==> config.mk <==
export PLATFORM = sky130hd
export DESIGN_NAME = updi_txn_ctrl
export DESIGN_NICKNAME = d
export VERILOG_FILES = /design/src/rtl/updi_txn_ctrl.sv
export SDC_FILE = /design/constraint.sdc
export NUM_CORES = 1
export LEC_CHECK = 0
export ABC_AREA = 1
export BUFFER_PORTS_ARGS = -buffer_cell sky130_fd_sc_hd__buf_2
export CORE_MARGIN = 2
export CORE_UTILIZATION = 51
export CTS_CLUSTER_DIAMETER = 50
export CTS_CLUSTER_SIZE = 14
export DETAILED_ROUTE_END_ITERATION = 16
export PLACE_DENSITY = 0.69
export SYNTH_ARGS = -nofsm -noshare
export SYNTH_HDL_FRONTEND = slang
export SYNTH_SLANG_ARGS = --single-unit
==> constraint.sdc <==
create_clock -name clk -period 3.5 [get_ports clk]
set_input_delay 0.875 -clock clk [delete_from_list [all_inputs] [get_ports clk]]
set_output_delay 0.875 -clock clk [all_outputs]
set_load 0.03 [all_outputs]
==> src/rtl/updi_txn_ctrl.sv <==
// UPDI transaction sequencer in front of uart_fifo: sends a command burst, checks the
// single-wire echo of every byte, then hands the response bytes to the requester.
module updi_txn_ctrl #(
    parameter int MAX_TX         = 16,
    parameter int MAX_RX         = 16,
    parameter int TIMEOUT_CYCLES = 65535
) (
    input  logic                          clk,
    input  logic                          rst,
    input  logic                          cmd_valid,
    output logic                          cmd_ready,
    input  logic [$clog2(MAX_TX+1)-1:0]   cmd_tx_len,
    input  logic [$clog2(MAX_RX+1)-1:0]   cmd_rx_len,
    input  logic [7:0]                    txb_data,
    input  logic                          txb_valid,
    output logic                          txb_ready,
    output logic [7:0]                    rsp_data,
    output logic                          rsp_valid,
    input  logic                          rsp_ready,
    output logic                          done,
    output logic [2:0]                    status,
    output logic [7:0]                    uf_tx_data,
    output logic                          uf_tx_wr_en,
    input  logic                          uf_tx_full,
    input  logic [7:0]                    uf_rx_data,
    output logic                          uf_rx_rd_en,
    input  logic                          uf_rx_empty,
    input  logic                          uf_rx_error
);

    localparam int TXL_W = $clog2(MAX_TX + 1);
    localparam int RXL_W = $clog2(MAX_RX + 1);
    localparam int TMR_W = $clog2(TIMEOUT_CYCLES + 1);
    localparam int SH_W  = (MAX_TX > 1) ? $clog2(MAX_TX) : 1;

    typedef enum logic [1:0] {
        IDLE   = 2'd0,
        XFER   = 2'd1,
        RECV   = 2'd2,
        FINISH = 2'd3
    } state_t;

    state_t             state, state_nxt;
    logic [TXL_W-1:0]   tx_len, sent, echoed;
    logic [RXL_W-1:0]   rx_len, rcvd;
    logic [TMR_W-1:0]   timer;
    logic [2:0]         sts;
    logic               rd_pend;
    logic [7:0]         shadow [0:MAX_TX-1];

    logic               active, tmo, tx_fire, rx_rd, rsp_acc, accept;

    function automatic logic [TXL_W-1:0] clamp_tx(input logic [TXL_W-1:0] n);
        if (n == '0)
            return TXL_W'(1);
        else if (n > TXL_W'(MAX_TX))
            return TXL_W'(MAX_TX);
        else
            return n;
    endfunction

    function automatic logic [RXL_W-1:0] clamp_rx(input logic [RXL_W-1:0] n);
        if (n > RXL_W'(MAX_RX))
            return RXL_W'(MAX_RX);
        else
            return n;
    endfunction

    assign cmd_ready   = (state == IDLE);
    assign accept      = cmd_valid && cmd_ready;
    assign active      = (state == XFER) || (state == RECV);
    assign tmo         = active && (timer == TMR_W'(TIMEOUT_CYCLES));
    assign rsp_acc     = rsp_valid && rsp_ready;
    assign txb_ready   = tx_fire;
    assign uf_tx_wr_en = tx_fire;
    assign uf_tx_data  = tx_fire ? txb_data : 8'h00;
    assign uf_rx_rd_en = rx_rd;
    assign done        = (state == FINISH);
    assign status      = done ? sts : 3'b000;

    // Reads never run ahead of writes in XFER, so every echo has a shadow entry to compare against.
    always_comb begin
        state_nxt = state;
        rx_rd     = 1'b0;
        tx_fire   = (state == XFER) && txb_valid && !uf_tx_full && (sent < tx_len);
        if (state == XFER)
            rx_rd = !uf_rx_empty && !rd_pend && (echoed < sent) && !tmo;
        else if (state == RECV)
            rx_rd = !uf_rx_empty && !rd_pend && !rsp_valid && (rcvd < rx_len) && !tmo;

        case (state)
            IDLE: begin
                if (cmd_valid) state_nxt = XFER;
            end
            XFER: begin
                if (tmo)
                    state_nxt = FINISH;
                else if (echoed == tx_len)
                    state_nxt = (rx_len != '0) ? RECV : FINISH;
            end
            RECV: begin
                if (tmo)
                    state_nxt = FINISH;
                else if (rsp_acc && ((rcvd + 1'b1) == rx_len))
                    state_nxt = FINISH;
            end
            FINISH: state_nxt = IDLE;
            default: state_nxt = IDLE;
        endcase
    end

    always_ff @(posedge clk or negedge rst) begin
        if (!rst) begin
            state     <= IDLE;
            tx_len    <= '0;
            rx_len    <= '0;
            sent      <= '0;
            echoed    <= '0;
            rcvd      <= '0;
            timer     <= '0;
            sts       <= '0;
            rd_pend   <= 1'b0;
            rsp_valid <= 1'b0;
            rsp_data  <= 8'h00;
        end else begin
            state   <= state_nxt;
            rd_pend <= rx_rd;

            if (accept) begin
                tx_len <= clamp_tx(cmd_tx_len);
                rx_len <= clamp_rx(cmd_rx_len);
                sent   <= '0;
                echoed <= '0;
                rcvd   <= '0;
                sts    <= '0;
                timer  <= '0;
            end

            if (tx_fire) sent <= sent + 1'b1;

            if ((state == XFER) && rd_pend) begin
                if (uf_rx_data != shadow[echoed[SH_W-1:0]]) sts[1] <= 1'b1;
                echoed <= echoed + 1'b1;
            end

            if ((state == RECV) && rd_pend) begin
                rsp_data  <= uf_rx_data;
                rsp_valid <= 1'b1;
            end else if (rsp_acc) begin
                rsp_valid <= 1'b0;
                rcvd      <= rcvd + 1'b1;
            end

            if (active && uf_rx_error) sts[2] <= 1'b1;

            // A requester stalling on rsp_ready is not a dead link, so it holds the timer at zero.
            if (active) begin
                if (rx_rd || (rsp_valid && !rsp_ready))
                    timer <= '0;
                else if (!tmo)
                    timer <= timer + 1'b1;
            end

            if (tmo) begin
                sts[0]    <= 1'b1;
                rsp_valid <= 1'b0;
            end
        end
    end

    always_ff @(posedge clk) begin
        if (tx_fire) shadow[sent[SH_W-1:0]] <= txb_data;
    end

endmodule

* Word level (Yosys, flattened, before mapping) *
Memories as Yosys holds them, arrays and structs flattened.
Index checks and enable logic that the tools add are counted.

storage, ports and cells
  memories kept = 1
  flip-flop bits (word level) = 56
  output and inout bits = 25
  word-level logic and storage cells = 101
  bits of input ports = 34
  bits in writable memories = 128

memory list
  name    words  bits a word  rd ports  clocked after Yosys merged registers in  wr ports  RTL line  source
  shadow  16     8            1         0                                        1         49        logic [7:0] shadow [0:MAX_TX-1];

cells by class
  multiplexer cells = 34
  add/sub/neg operators = 4
  reductions and logical operators = 34
  order comparisons = 5
  equal/unequal tests = 10

operators with widths
  cell                     count
  $mux W16                 4
  $mux W5                  9
  $logic_and A1 B1 Y1      17
  $add A16 B1 Y16 const B  1
  $eq A16 B16 Y1 const B   1
  $add A5 B1 Y5 const B    3
  $lt A5 B5 Y1             3
  $mux W1                  12
  $eq A5 B5 Y1             2
  $gt A5 B5 Y1 const B     2
  $mux W2                  5
  $mux W8                  1
  $ne A8 B8 Y1             1
  $pmux W2 S4              1
  $reduce_bool A2 Y1       4
  $logic_not A1 Y1         6
  $mux W3                  2
  $ne A3 B2 Y1 const B     2
  $logic_not A5 Y1         1
  $reduce_bool A5 Y1       1
  $eq A2 B2 Y1 const B     2
  $reduce_and A3 Y1        1
  $reduce_bool A3 Y1       1
  $eq A2 B1 Y1 const B     1
  3 further kinds          4

* Depth between registers and ports, before layout *
Gate-level depths: netlist of run 1.

  depth in word-level cells = 10
  depth in mapped cells = 17
  depth with buffers taken out = 15

* Least setup slack after synthesis of run 1 *
Ideal clock, no wire load.

  path type = input -> output
  from = in uf_rx_empty
  to = out uf_rx_rd_en
  cell stages on the path = 4
  arrival = 1828 ps
  path buffers = 0
  setup slack = 797 ps
  data required time = 2625 ps
  path through = or2_2 nor4_1 nand4_1 nand2_1

between the ends
  longest elaborated chain between the ends = 7
  elaborated cells between the ends (all ways) = 9
  classes of those cells = 2 x mux; 7 x reduce/logical

ends and longest elaborated chain
  what                              RTL line  source
  from (decl)                       27        input logic uf_rx_empty,
  $logic_not A1 Y1 (*)              87, 89
  $logic_and A1 B1 Y1 (*)           87, 89
  $logic_and A1 B1 Y1 (3 in a row)  89        rx_rd = !uf_rx_empty && !rd_pend && !rsp_valid && (rcvd < rx_len) && !tmo;
  $mux W1                           88        else if (state == RECV)
  $mux W1 (*)                       86        if (state == XFER)
  to (decl)                         26        output logic uf_rx_rd_en,

Mark *: on every way between the ends. The rest lies on a longest branch, timed or not.

* Worst setup path in the final report of run 1 *
  from = reg rx_len[4]
  to = out uf_rx_rd_en

between the ends
  longest elaborated chain between the ends = 5

ends and longest elaborated chain
  what                              RTL line  source
  from (decl)                       45        logic [RXL_W-1:0] rx_len, rcvd;
  from (signal assigned)            131       rx_len <= clamp_rx(cmd_rx_len);
  $lt A5 B5 Y1                      89
  $logic_and A1 B1 Y1 (2 in a row)  89
  $mux W1                           88
  $mux W1                           86

No other way between the ends.

==> results of run 1 <==
[cell usage after synthesis, types with 8 or more instances]
master | number | area, um^2
a21oi_1 | 16 | 80.1
buf_2 | 17 | 85.1
clkbuf_1 | 12 | 45.0
dfrtp_1 | 56 | 1400
edfxtp_1 | 128 | 3840
ha_1 | 24 | 300
inv_1 | 152 | 571
nand2_1 | 268 | 1010
nand3_1 | 121 | 606
nor2_1 | 56 | 210
o211ai_1 | 11 | 82.6
o21ai_0 | 46 | 230
o21ai_1 | 8 | 40.0
or2_1 | 9 | 56.3
[path summary, 6_finish.rpt]
kind | endpoint | slack (ns) | depth (start not counted) | from
min in group asynchronous | rcvd[1] | 0.56 | 1 | rst
max in group asynchronous | timer[4] | 2.13 | 2 | rst
max reg2reg | shadow[11][0] | 0.89 | 8 | state[1]
max | uf_rx_rd_en | 0.37 | 8 | rx_len[4]
min | rsp_data[3] | 0.48 | 2 | rsp_data[3]
min reg2reg | rsp_data[3] | 0.48 | 2 | rsp_data[3]
[through the flow]
stage          area (um^2)  setup slack, ns  hold WS [ns]  power, mW
6_report             10200            0.373         0.482       6.37
2_1_floorplan         9090            0.797         0.449       4.10
5_1_grt              10200            0.194         0.514       6.73
3_5_place_dp          9650            0.545         0.473       4.61
3_3_place_gp          9650            0.649         0.466       4.57
4_1_cts              10200            0.381         0.490       6.39
[registers in the layout, indices dropped and copies added, names as in the netlist, 5 cells and up]
name      flops
rx_len        5
sent          5
tx_len        5
timer        16
echoed        5
rcvd          5
rsp_data      8
shadow      128
[power groups by stage]
stage / clock network, mW / logic, mW / registers, mW
floorplan: 0 / 1.31 / 2.79
global placement: 0 / 1.85 / 2.72
detailed placement: 0 / 1.88 / 2.73
CTS: 1.80 / 1.90 / 2.69
global route: 1.89 / 2.13 / 2.72
finish: 1.79 / 1.89 / 2.69
[area by class of cell]
class,instances,area (um^2),area share
clock buffers,20,437,0.0429
clock inverters,12,105,0.0103
inverters,157,589,0.0578
multi-input cells,619,3080,0.302
flip-flops and latches,184,5250,0.515
well taps,225,282,0.0276
repair buffers,79,448,0.0440
[kinds of logic (layout without fill, tap and decap cells)]
| logic type | Yosys count | in the layout | synth area share |
|---|---|---|---|
| adders and majority gates | 24 | 24 | 0.0330 |
| xor gates and xnor gates | 10 | 10 | 0.00963 |
| and+or+nand+nor | 484 | 484 | 0.232 |
| DFF | 184 | 184 | 0.577 |
| AOI/OAI and AO/OA | 101 | 101 | 0.0647 |
| buffers and inverters | 192 | 268 | 0.0842 |
[critical path, cell delays in order (launching register included)]
cell,delay (ns)
dfrtp_1,0.39
inv_1,0.07
ha_1,0.31
a21oi_1,0.15
o21ai_0,0.12
nor4_1,0.23
nand4_1,0.21
nand2_1,0.13
buf_2,0.20
[metal layers]
layer / vias up / part of all wire
li1: 3377 / -
met1: 3218 / 0.45
met2: 208 / 0.47
met3: 26 / 0.065
met4: 0 / 0.013
met5: - / 0
==> results.sh, run 1 <==
export IMPL_outcome="finished clean"
export IMPL_required_ns=2.62
export IMPL_ant_nets=0
export IMPL_layout_commonest_cell="nand2_1"
export IMPL_cap_violations=0
export IMPL_skew_ns=0.0123
export IMPL_layout_drive_gt1_share=0.120
export IMPL_sw_frac_of_total=0.357
export IMPL_p_leak_nw=4.58
export IMPL_post_cts_resized=0
export IMPL_grt_pass1_wl_um=33800
export IMPL_fp_coreArea_um2=17400
export IMPL_layoutNonFillerInstCount=1296
export IMPL_synthFlopType="edfxtp_1"
export IMPL_worstSetupPathType="reg2out"
export IMPL_cts_tree="yes"
export IMPL_fin_tns_setup_ns=0
export IMPL_relSlewSlack=0.343
export IMPL_finalCritPeriodShare=0.893
export IMPL_cts_setup_buffers=0
export IMPL_numPlacedInstances=1264
export IMPL_ctsRootBufferMaster="clkbuf_16"
export IMPL_avgViaCountPerCell=5.27
export IMPL_rsz0062_at_grt="false"
export IMPL_hold_path_class="reg2reg"
export IMPL_fp_dieH_um=138
export IMPL_via_count=6829
export IMPL_ys_warn_count=0
export IMPL_use_met2=0.384
export IMPL_cts_made_buffers=17
export IMPL_pwr_share_comb=0.297
export IMPL_grt_ovfl_total=0
export IMPL_cts_hold_buf=0
export IMPL_die_x_um=138
export IMPL_synth_cell_area_um2=9090
export IMPL_yosysSeqAreaShare=0.577
export IMPL_io_pins=59
export IMPL_grtUsageTotal=0.240
export IMPL_final_util=0.587
export IMPL_clockBufferDepth=2
export IMPL_areaGrowthSynthToFinish_pct=12.1
export IMPL_startpoint_type="register"
export IMPL_power_density_nw_per_um2=625
export IMPL_path_clk_slew_ns=0.07
export IMPL_wl_per_cell_um=16.6
export IMPL_start_util=0.524
export IMPL_p_seq_frac=0.422
export IMPL_wl_um=21500
export IMPL_async_reset_ff_frac=0.304
export IMPL_max_clock_freq_mhz=320
export IMPL_ys_types=42
export IMPL_clkPwrFrac=0.281
export IMPL_finalMaxSlewViolations=0
export IMPL_critical_path_arrival_ns=2.25
export IMPL_setup_viol=0
export IMPL_grt_start_max_net_pins=80
export IMPL_use_met1=0.329
export IMPL_period_needed_ns=3.13
export IMPL_drc_errors=0
export IMPL_end_kind="output pin"
export IMPL_grt_pass1_vias=6464
export IMPL_final_cell_mix="nand2_1, inv_1, edfxtp_1"
export IMPL_cts_sinks=184
export IMPL_nets=1116
export IMPL_core_rowCount=48
export IMPL_grtUsageMet3=0.0511
export IMPL_synthCells=995
export IMPL_tightest_slew_ns=0.983
export IMPL_drtIter0Drc=495
export IMPL_syn_nets=1053
export IMPL_synth_seq_cells=184
export IMPL_fill_cells=1525
export IMPL_antenna_found_initial=0
export IMPL_cts_max_level=4
export IMPL_die_area_um2=18900
export IMPL_port_buffers=58
export IMPL_syn_area_per_cell_um2=9.14
export IMPL_synth_edf_count=128
export IMPL_place_congestion=0.867
export IMPL_intPower_mw=4.09
export IMPL_finalHoldViolations=0
export IMPL_ir_drop_uv=369
export IMPL_antenna_cells=0
export IMPL_p_sw_mw=2.27
export IMPL_dp_hpwl_um=14500
export IMPL_dr_pass1_iters=5
export IMPL_clock_latency_ns=0.44
export IMPL_top_usage_layer="met2"
export IMPL_crit_fanout=4
(Power assumes the default switching activity.)
==> run 2: changes to the inputs <==
--- a/config.mk
+++ b/config.mk
@@ -6,12 +6,13 @@
 export NUM_CORES = 1
 export LEC_CHECK = 0
 export ABC_AREA = 1
-export BUFFER_PORTS_ARGS = -buffer_cell sky130_fd_sc_hd__buf_2
+export BUFFER_PORTS_ARGS = -buffer_cell sky130_fd_sc_hd__buf_4
 export CORE_MARGIN = 2
 export CORE_UTILIZATION = 51
 export CTS_CLUSTER_DIAMETER = 50
 export CTS_CLUSTER_SIZE = 14
 export DETAILED_ROUTE_END_ITERATION = 16
+export GPL_TIMING_DRIVEN = 0
 export PLACE_DENSITY = 0.69
 export SYNTH_ARGS = -nofsm -noshare
 export SYNTH_HDL_FRONTEND = slang
==> results.sh, run 2 (synthesis results as in run 1) <==
export IMPL_p_total_mw=6.85
export IMPL_worstSetupPathType="reg2out"
export IMPL_io_pins=59
export IMPL_via_count=6990
export IMPL_fill_cells=1448
export IMPL_die_area_um2=18900
export IMPL_place_congestion=0.872
export IMPL_layout_drive_gt1_share=0.124
export IMPL_skew_ns=0.00716
export IMPL_cap_violations=0
export IMPL_required_ns=2.62
export IMPL_fin_tns_setup_ns=0
export IMPL_clock_latency_ns=0.43
export IMPL_cts_hold_buf=0
export IMPL_grt_pass1_wl_um=35900
export IMPL_finalHoldViolations=0
export IMPL_wl_per_cell_um=17.6
export IMPL_pwr_share_comb=0.300
export IMPL_multi_input_area_um2=3080
export IMPL_grt_pass1_vias=6583
export IMPL_dp_hpwl_um=15900
export IMPL_r2r_cells=7
export IMPL_port_buffers=58
export IMPL_core_rowCount=48
export IMPL_ir_drop_uv=405
export IMPL_start_util=0.524
export IMPL_antenna_found_initial=0
export IMPL_path_clk_slew_ns=0.07
export IMPL_crit_fanout=4
export IMPL_crit_end="uf_rx_rd_en"
export IMPL_largest_reg_flops=128
export IMPL_die_x_um=138
export IMPL_p_sw_mw=2.37
export IMPL_critical_path_arrival_ns=2.28
export IMPL_setup_viol=0
export IMPL_dr_pass1_iters=5
export IMPL_clkPwrFrac=0.308
export IMPL_regToRegSetupSlack_ns=0.76
export IMPL_sw_frac_of_total=0.345
export IMPL_clockBufferDepth=2
export IMPL_wl_um=23100
export IMPL_drtIter0Drc=666
export IMPL_ctsRootBufferMaster="clkbuf_16"
export IMPL_intPower_mw=4.48
export IMPL_fp_coreArea_um2=17400
export IMPL_hold_path_class="reg2reg"
export IMPL_period_needed_ns=3.15
export IMPL_layout_commonest_cell="nand2_1"
export IMPL_holdPathStages=2
export IMPL_nets=1130
export IMPL_finalCritPeriodShare=0.901
export IMPL_finalMaxSlewViolations=0
export IMPL_avgViaCountPerCell=5.34
export IMPL_areaGrowthSynthToFinish_pct=15.0
export IMPL_cts_tree="yes"
export IMPL_post_cts_resized=0
export IMPL_cts_max_level=4
export IMPL_cts_made_buffers=17
export IMPL_crit_start="rx_len[4]"
export IMPL_power_density_nw_per_um2=655
export IMPL_tightest_slew_ns=0.953
export IMPL_seqCellArea_um2=5250
export IMPL_worst_r2r_endpoint="shadow[3][7]"
export IMPL_cts_sinks=184
export IMPL_grt_start_max_net_pins=57
export IMPL_p_leak_nw=4.68
export IMPL_max_clock_freq_mhz=317
export IMPL_grt_ovfl_total=0
export IMPL_drc_errors=0
export IMPL_fp_dieH_um=138
export IMPL_p_seq_frac=0.392
export IMPL_relSlewSlack=0.362
export IMPL_rsz0062_at_grt="false"
export IMPL_antenna_cells=0
export IMPL_ant_nets=0
export IMPL_min_from="rsp_data[2]"
export IMPL_outcome="finished clean"
export IMPL_end_kind="output pin"
export IMPL_cts_setup_buffers=0
export IMPL_final_cell_mix="nand2_1, inv_1, edfxtp_1"
export IMPL_reg2reg_from="sent[2]"
export IMPL_grtUsageTotal=0.260
export IMPL_startpoint_type="register"
## run 2: cell types whose count changed in the layout (fill, tap and decap cells not counted), sizes merged
cell / before / now
clkinv: 8 / 6
bufinv: 1 / 5
inv: 155 / 157
clkbuf: 20 / 30
clkinvlp: 5 / 4
buf: 79 / 80
## run 2: final cells by class
cell class | instances | area share
multi-input cells | 619 | 0.295
clock buffers | 17 | 0.0407
plain buffers | 35 | 0.0169
clock inverters | 15 | 0.0215
repair buffers | 58 | 0.0416
inverters | 157 | 0.0563
flip-flops and latches | 184 | 0.501
well taps | 225 | 0.0269
## run 2: stage by stage
| step | setup WS (ns) | cells | utilization | hold WS, ns | instance area [um^2] |
|---|---|---|---|---|---|
| 6_report | 0.346 | 1310 | 0.603 | 0.494 | 10500 |
| 5_1_grt | 0.139 | 1310 | 0.603 | 0.524 | 10500 |
| 4_1_cts | 0.338 | 1310 | 0.603 | 0.498 | 10500 |
| 3_5_place_dp | 0.460 | 1278 | 0.565 | 0.480 | 9810 |
| 3_3_place_gp | 0.517 | 1278 | 0.565 | 0.468 | 9810 |
| 2_1_floorplan | 0.797 | 995 | - | 0.449 | 9090 |
## run 2: critical path, stage by stage (launching register included)
cell,delay [ns]
dfrtp_1,0.39
inv_1,0.08
ha_1,0.30
a21oi_1,0.15
o21ai_0,0.12
nor4_1,0.25
nand4_1,0.21
nand2_1,0.16
buf_4,0.18
## run 2: how the worst min path moves through the flow
stage	end	slack (ns)
after floorplan	sts[1]	0.45
after global placement	rsp_data[5]	0.47
after detailed placement	sts[0]	0.48
after CTS	sts[0]	0.50
after global routing	sts[0]	0.52
final	rsp_data[2]	0.49
## run 2: per-layer routing
layer,GRT usage,wire (um)
met3,0.0644,1710
met2,0.396,10400
met5,0,0
met1,0.368,10400
met4,0.0813,535
## run 2: power groups by stage
stage	Clock, mW	Sequential [mW]	Combinational (mW)
2_1_floorplan	0	2.79	1.31
3_3_place_gp	0	2.72	2.00
3_5_place_dp	0	2.72	2.05
4_1_cts	2.13	2.68	2.06
5_1_grt	2.20	2.71	2.30
6_report	2.11	2.68	2.05
